===== src/rtl/countdown_timer.sv =====
// Countdown timer holding hh:mm:ss.cc fields, with load/start/pause/ack
// control and a prescaler that sets how many clock cycles make one centisecond.
module countdown_timer #(
  parameter int unsigned TICK_DIV = 1
) (
  input  logic       clk,
  input  logic       rst_n,
  input  logic       load,
  input  logic [8:0] ld_miliseconds,
  input  logic [7:0] ld_seconds,
  input  logic [7:0] ld_minutes,
  input  logic [6:0] ld_hours,
  input  logic       start,
  input  logic       pause,
  input  logic       ack,
  output logic [8:0] miliseconds,
  output logic [7:0] seconds,
  output logic [7:0] minutes,
  output logic [6:0] hours,
  output logic       running,
  output logic       done,
  output logic       alarm
);

  localparam int unsigned PW = 21;
  localparam logic [PW-1:0] TICK_LAST = PW'(TICK_DIV - 1);

  typedef enum logic [1:0] {
    ST_IDLE,
    ST_RUN,
    ST_PAUSED,
    ST_DONE
  } state_t;

  state_t        state;
  logic [PW-1:0] presc;

  logic [8:0] clamp_ms;
  logic [7:0] clamp_s;
  logic [7:0] clamp_m;
  logic [6:0] clamp_h;

  logic [8:0] dec_ms;
  logic [7:0] dec_s;
  logic [7:0] dec_m;
  logic [6:0] dec_h;

  logic tick;
  logic count_zero;
  logic dec_zero;

  always_comb begin
    clamp_ms = (ld_miliseconds > 9'd99) ? 9'd99 : ld_miliseconds;
    clamp_s  = (ld_seconds > 8'd59) ? 8'd59 : ld_seconds;
    clamp_m  = (ld_minutes > 8'd59) ? 8'd59 : ld_minutes;
    clamp_h  = (ld_hours > 7'd23) ? 7'd23 : ld_hours;
  end

  // Mixed-radix decrement: each field borrows from the next only when it is zero.
  always_comb begin
    dec_ms = miliseconds;
    dec_s  = seconds;
    dec_m  = minutes;
    dec_h  = hours;
    if (miliseconds != 9'd0) begin
      dec_ms = miliseconds - 9'd1;
    end else begin
      dec_ms = 9'd99;
      if (seconds != 8'd0) begin
        dec_s = seconds - 8'd1;
      end else begin
        dec_s = 8'd59;
        if (minutes != 8'd0) begin
          dec_m = minutes - 8'd1;
        end else begin
          dec_m = 8'd59;
          dec_h = hours - 7'd1;
        end
      end
    end
  end

  assign tick       = (presc == TICK_LAST);
  assign count_zero = (miliseconds == 9'd0) && (seconds == 8'd0) &&
                      (minutes == 8'd0) && (hours == 7'd0);
  assign dec_zero   = (dec_ms == 9'd0) && (dec_s == 8'd0) &&
                      (dec_m == 8'd0) && (dec_h == 7'd0);

  always_ff @(posedge clk or negedge rst_n) begin
    if (!rst_n) begin
      state       <= ST_IDLE;
      presc       <= '0;
      miliseconds <= 9'd0;
      seconds     <= 8'd0;
      minutes     <= 8'd0;
      hours       <= 7'd0;
      running     <= 1'b0;
      done        <= 1'b0;
      alarm       <= 1'b0;
    end else begin
      done <= 1'b0;
      if (load) begin
        state       <= ST_IDLE;
        presc       <= '0;
        miliseconds <= clamp_ms;
        seconds     <= clamp_s;
        minutes     <= clamp_m;
        hours       <= clamp_h;
        running     <= 1'b0;
        alarm       <= 1'b0;
      end else begin
        unique case (state)
          ST_IDLE: begin
            if (start && !count_zero) begin
              state   <= ST_RUN;
              running <= 1'b1;
            end
          end
          // Pause freezes both the count and the prescaler phase.
          ST_RUN: begin
            if (pause) begin
              state   <= ST_PAUSED;
              running <= 1'b0;
            end else if (tick) begin
              presc       <= '0;
              miliseconds <= dec_ms;
              seconds     <= dec_s;
              minutes     <= dec_m;
              hours       <= dec_h;
              if (dec_zero) begin
                state   <= ST_DONE;
                running <= 1'b0;
                done    <= 1'b1;
                alarm   <= 1'b1;
              end
            end else begin
              presc <= presc + 1'b1;
            end
          end
          ST_PAUSED: begin
            if (start && !pause) begin
              state   <= ST_RUN;
              running <= 1'b1;
            end
          end
          ST_DONE: begin
            if (ack) begin
              state <= ST_IDLE;
              alarm <= 1'b0;
            end
          end
          default: begin
            state   <= ST_IDLE;
            running <= 1'b0;
            alarm   <= 1'b0;
          end
        endcase
      end
    end
  end

endmodule

===== config.mk =====
export PLATFORM = sky130hd
export DESIGN_NAME = countdown_timer
export DESIGN_NICKNAME = d
export VERILOG_FILES = /design/src/rtl/countdown_timer.sv
export SDC_FILE = /design/constraint.sdc
export NUM_CORES = 1
export LEC_CHECK = 0
export CAP_MARGIN = 25
export CORE_ASPECT_RATIO = 0.9
export CORE_MARGIN = 8
export CORE_UTILIZATION = 27
export DETAILED_ROUTE_END_ITERATION = 8
export HOLD_SLACK_MARGIN = 0.03
export PLACE_DENSITY = 0.51
export SLEW_MARGIN = 20
export SYNTH_ARGS = -nofsm -noshare
export SYNTH_HDL_FRONTEND = slang
export SYNTH_SLANG_ARGS = --single-unit

===== constraint.sdc =====
create_clock -name clk -period 3.2 [get_ports clk]
set_input_delay 0.64 -clock clk [delete_from_list [all_inputs] [get_ports clk]]
set_output_delay 0.64 -clock clk [all_outputs]
set_load 0.01 [all_outputs]

Word-level counts from Yosys, hierarchy flattened
Cells that the tools add are included.
Widths: inputs -> output; s select.
Operators by class
  add/sub/neg operators: 5
  $lt $le $gt $ge: 4
  equal/unequal tests: 12
  multiplexer cells: 59
  reduce and logical (&&, ||, !) cells: 32
Operators by type and width (number)
  $mux 8: 15
  $mux 21: 4
  $mux 7: 8
  $mux 9: 6
  $logic_not 8->1: 4
  $add 21x1->21 const B: 1
  $logic_not 21->1: 1
  $logic_not 9->1: 2
  $ne 3x3->1 const B: 6
  $gt 8x6->1 const B: 2
  $mux 1: 16
  $reduce_bool 8->1: 2
  $sub 8x1->8 const B: 2
  $reduce_and 5->1: 3
  $logic_not 7->1: 2
  $mux 2: 7
  $gt 9x7->1 const B: 1
  $reduce_bool 9->1: 1
  $sub 9x1->9 const B: 1
  $logic_and 1x1->1: 8
  $ne 4x4->1 const B: 2
  $pmux 2 s4: 1
  $gt 7x5->1 const B: 1
  $sub 7x1->7 const B: 1
  12 further kinds: 15
Storage, ports and cells
  register bits after elaboration: 58
  input port bits: 38
  output and inout bits: 35
  word-level logic and storage cells: 121

Logic depth before layout (Yosys ltp)
  depth in word-level cells: 12
  mapped depth: 11
  gate-level depth less buffers: 9

Worst setup path after synthesis
Ideal clock, no wire load.
  path type: reg-to-reg
  start: register minutes[0]
  end: register running
  library setup time: 120 ps
  arrival: 2541 ps
  data required time: 3080 ps
  setup slack: 539 ps
  stages on the path, launching flop included: 12
  path buffers: 2
  period minus slack after synthesis: 2661 ps
  path through: dfrtp_1 > inv_1 > ha_1 > or3b_1 > buf_2 > or3_1 > buf_6 > nor3_4 > nand2_1 > a211oi_2 > nand4b_1 > a31o_1
On the way
  cells in the longest elaborated chain, start to end: 9
  elaborated cells between the ends (all ways): 20
  classes of those cells: 1 x add/sub; 2 x eq/ne; 6 x mux; 11 x reduce/logical
Ends and longest elaborated chain
  start: declaration: line 18  | output logic [7:0] minutes,
  start signal: assignment: line 107  | minutes <= clamp_m;
  start signal: assignment: line 128  | minutes <= dec_m;
  $sub 8x1->8 / $reduce_bool 8->1 (equally long branches): line 74, 73
  $mux 8: line 73  | if (minutes != 8'd0) begin
  $mux 8: line 69  | if (seconds != 8'd0) begin
  $mux 8: line 65  | if (miliseconds != 9'd0) begin
  $logic_not 8->1: line 87  | (dec_m == 8'd0) && (dec_h == 7'd0);
  $logic_and 1x1->1: line 86  | assign dec_zero = (dec_ms == 9'd0) && (dec_s == 8'd0) &&
  $logic_and 1x1->1: line 87
  $ne 4x4->1 (no source line)
  $reduce_and 5->1 (no source line) (*)
  end signal: assignment: line 97  | running <= 1'b0;
  end signal: assignment: line 109  | running <= 1'b0;
  end signal: assignment: line 116  | running <= 1'b1;
  end: declaration: line 20  | output logic running,
Mark *: on every way between the ends. The rest lies on a longest branch, timed or not.
A chain may end at the register's enable or synchronous reset.

Final worst setup path
  start: register seconds[1]
  end: register running
On the way
  cells in the longest elaborated chain, start to end: 9
  elaborated cells between the ends (all ways): 23
  classes of those cells: 1 x add/sub; 2 x eq/ne; 6 x mux; 14 x reduce/logical
Ends and longest elaborated chain
  start: declaration: line 17  | output logic [7:0] seconds,
  start signal: assignment: line 106  | seconds <= clamp_s;
  start signal: assignment: line 127  | seconds <= dec_s;
  $sub 8x1->8 / $reduce_bool 8->1 (equally long branches): line 70, 69
  $mux 8: line 69
  $mux 8: line 65
  $logic_not 8->1: line 86
  $logic_and 1x1->1 (2 in series): line 86
  $logic_and 1x1->1: line 87
  $ne 4x4->1 (no source line)
  $reduce_and 5->1 (no source line) (*)
Marks and branches as above.

==> run metrics <==
status completed; PnR worst setup slack 262 ps; GRT Overall Usage 13.8%; Setup TNS Final 0 ps; Hold WS 307 ps; max incr delay on CP 450 ps; CTS clock-pin slew for the worst setup and hold paths 50 ps; largest net degree at the start of global routing 35; compound-cell area share of the yosys netlist 19.5%; WS Path Type reg2reg; clock skew 6.74 ps; buffers and inverters on the worst path 1; unrepaired setup endpoints after global routing no; Ant. Diodes 0; synthesized area 3880 um2; fill count 1455; Final GP Congestion 0.896; Root Buffer clkbuf_16; cell area after layout 5160 um2; clock sink count 58; Critical Path Fanout Max 6; simple-gate area share of the yosys netlist 29.6%; share of layout cells above drive strength 1 8.14%; Routed Antenna Nets 0; Area Growth Syn to Fin 32.9%; CTS tree done; hold_buf cts 0; Worst-Skew Late Latency 330 ps; # IOs 73; worst ir drop on vdd 235 uV; post_cts resized 0; endpoints failing setup 0; multiplexer area fraction after synthesis 0.805%; global-route wire length before repair 20200 um; Via density 5.19; DRC viols 0; post-route clock period utilization 91.8%; CP Capture Type flop; drt first-iter violations 281; Die Area 18500 um2; Post CTS Setup Buffer Count 0; Rows 41; Net Count, Synth 518; core area 14100 um2; worst endpoint required time 3420 ps; final WL 12600 um; Clock Tree Buf Depth 2; die width 142 um; EDFF count, synth 0; DP Worst Slack 205 ps; total power 0.00198 W; CP max stage cell dfrtp_1; count of final max-slew check failures 0; FFs w/ async S/R, synth 100%; IO buf count 72; Gate Count Post-Synth 471; nets 595; relative slew slack 40.8%; DR vias 3872; Yosys cell types 64; Die Span Y 130 um; total grt overflow 0; number of H-tree levels 3; Max Clk Rate 340 MHz; Synthesis Warnings 0; max_cap viols 0; largest family of logic cells by synthesized area simple AND/OR/NAND/NOR gates; mean post-synth cell area 8.25 um2; Slew @ Worst Pin 888 ps; CP Launch Type flop; Tmin final 2940 ps; initial antenna violation count 1; synthesized flop and latch total 58; Adder-Cell Fraction of Synth Area 2.90%; Cell Area, Placed 4870 um2; min-delay worst type in2async; post-synthesis xor/xnor area fraction 5.19%; Hold Violations, Final 0; Leakage 2.01 nW; DR pass1 iterations 5; critical-path cell list inv_1, ha_1, nor4b_4, nand4_1, nor4_1, mux2_2, nor4_2, nand4b_1, a31o_1; vias in the first global route 3828; Post-synth top flop dfrtp_1; most frequent cells in the layout 71 x clkdlybuf4s50_1, 67 x nor2_1, 58 x dfrtp_1; Seq/Total Area, Yosys 37.4%; pwr dens 384 nW/um2; Inserted Clock Buffers 9; crit path DAT 3160 ps; commonest non-fill, non-tap cell in the layout clkdlybuf4s50_1; hpwl dp 9560 um; Starting Density 27.6%; kind of cell adding the most delay to the critical path simple AND/OR/NAND/NOR gates; wire length per cell 16.8 um
-- synth_stat cells (5+ instances only) --
| cell | count | area share, % |
|---|---|---|
| or3_1 | 10 | 1.6 |
| ha_1 | 9 | 2.9 |
| nor2_1 | 67 | 6.5 |
| nand4_1 | 13 | 2.1 |
| xnor2_1 | 9 | 2.0 |
| buf_2 | 6 | 0.77 |
| dfrtp_1 | 58 | 37 |
| a21oi_1 | 26 | 3.3 |
| a31oi_1 | 13 | 2.1 |
| nor4_1 | 9 | 1.4 |
| o22ai_1 | 6 | 0.97 |
| o21ai_0 | 36 | 4.6 |
| clkbuf_1 | 14 | 1.4 |
| nor3_1 | 14 | 1.8 |
| nand2_1 | 40 | 3.9 |
| nand3_1 | 17 | 2.2 |
| inv_1 | 22 | 2.1 |
| xor2_1 | 14 | 3.2 |
| o31ai_1 | 6 | 1.2 |
| and4_1 | 5 | 1.1 |
-- area by class of cell --
class | count | area [um2] | share of cell area (%)
Sequential cell | 58 | 1450 | 28.1
Multi-Input combinational cell | 369 | 2270 | 43.9
Tap cell | 193 | 241 | 4.68
Timing Repair Buffer | 88 | 836 | 16.2
Inverter | 22 | 82.6 | 1.60
Clock inverter | 2 | 10.0 | 0.194
Clock buffer | 14 | 274 | 5.31
-- sequential cells by signal (all words and copies together), names as in the netlist --
| signal | cells |
|---|---|
| presc | 21 |
| miliseconds | 9 |
| minutes | 8 |
| seconds | 8 |
| hours | 7 |
| state | 2 |
| alarm | 1 |
| done | 1 |
| running | 1 |
-- final timing paths --
path                            cells after the start  slack (ps)  startpoint             end
worst max-delay path                                9         260  seconds[1]         running
worst min-delay path                                2         310       rst_n  miliseconds[4]
worst max register to register                      9         260  seconds[1]         running
worst min register to register                      2         520       alarm           alarm
max in group asynchronous                           2        2510       rst_n       presc[13]
min in group clk                                    2         520       alarm           alarm
-- per-stage QoR --
stage          std cells  utilization (%)
2_1_floorplan        471                -
3_3_place_gp         730             34.6
3_5_place_dp         730             34.6
4_1_cts              746             36.7
5_1_grt              746             36.7
6_report             746             36.7
-- layer usage --
metal | GRT usage (%) | wire length [um] | share of wire (%) | up-vias
li1 | - | - | - | 1875
met1 | 17.5 | 5860 | 47 | 1876
met2 | 22.7 | 5870 | 47 | 105
met3 | 3.40 | 672 | 5.3 | 14
met4 | 4.31 | 154 | 1.2 | 2
met5 | 0 | 13 | 0.10 | -
-- power breakdown --
group | leakage [nW] | internal [W] | total [W] | switching [W]
sequential | 0.726 | 0.000756 | 0.000796 | 0.0000408
combinational | 1.14 | 0.000129 | 0.000266 | 0.000137
clock | 0.143 | 0.000585 | 0.000918 | 0.000333
total | 2.01 | 0.00147 | 0.00198 | 0.000511
-- kinds of logic (layout without fill, tap and decap cells) --
logic type | Yosys count | count (layout)
XOR/XNOR | 23 | 23
AND/OR/NAND/NOR | 212 | 212
multiplexers | 3 | 3
AO/OA/AOI/OAI | 122 | 122
flip-flops | 58 | 58
buffers and inverters | 44 | 126
adder cells (fa/ha/maj) | 9 | 9
Power figures use the tool's default switching activity.
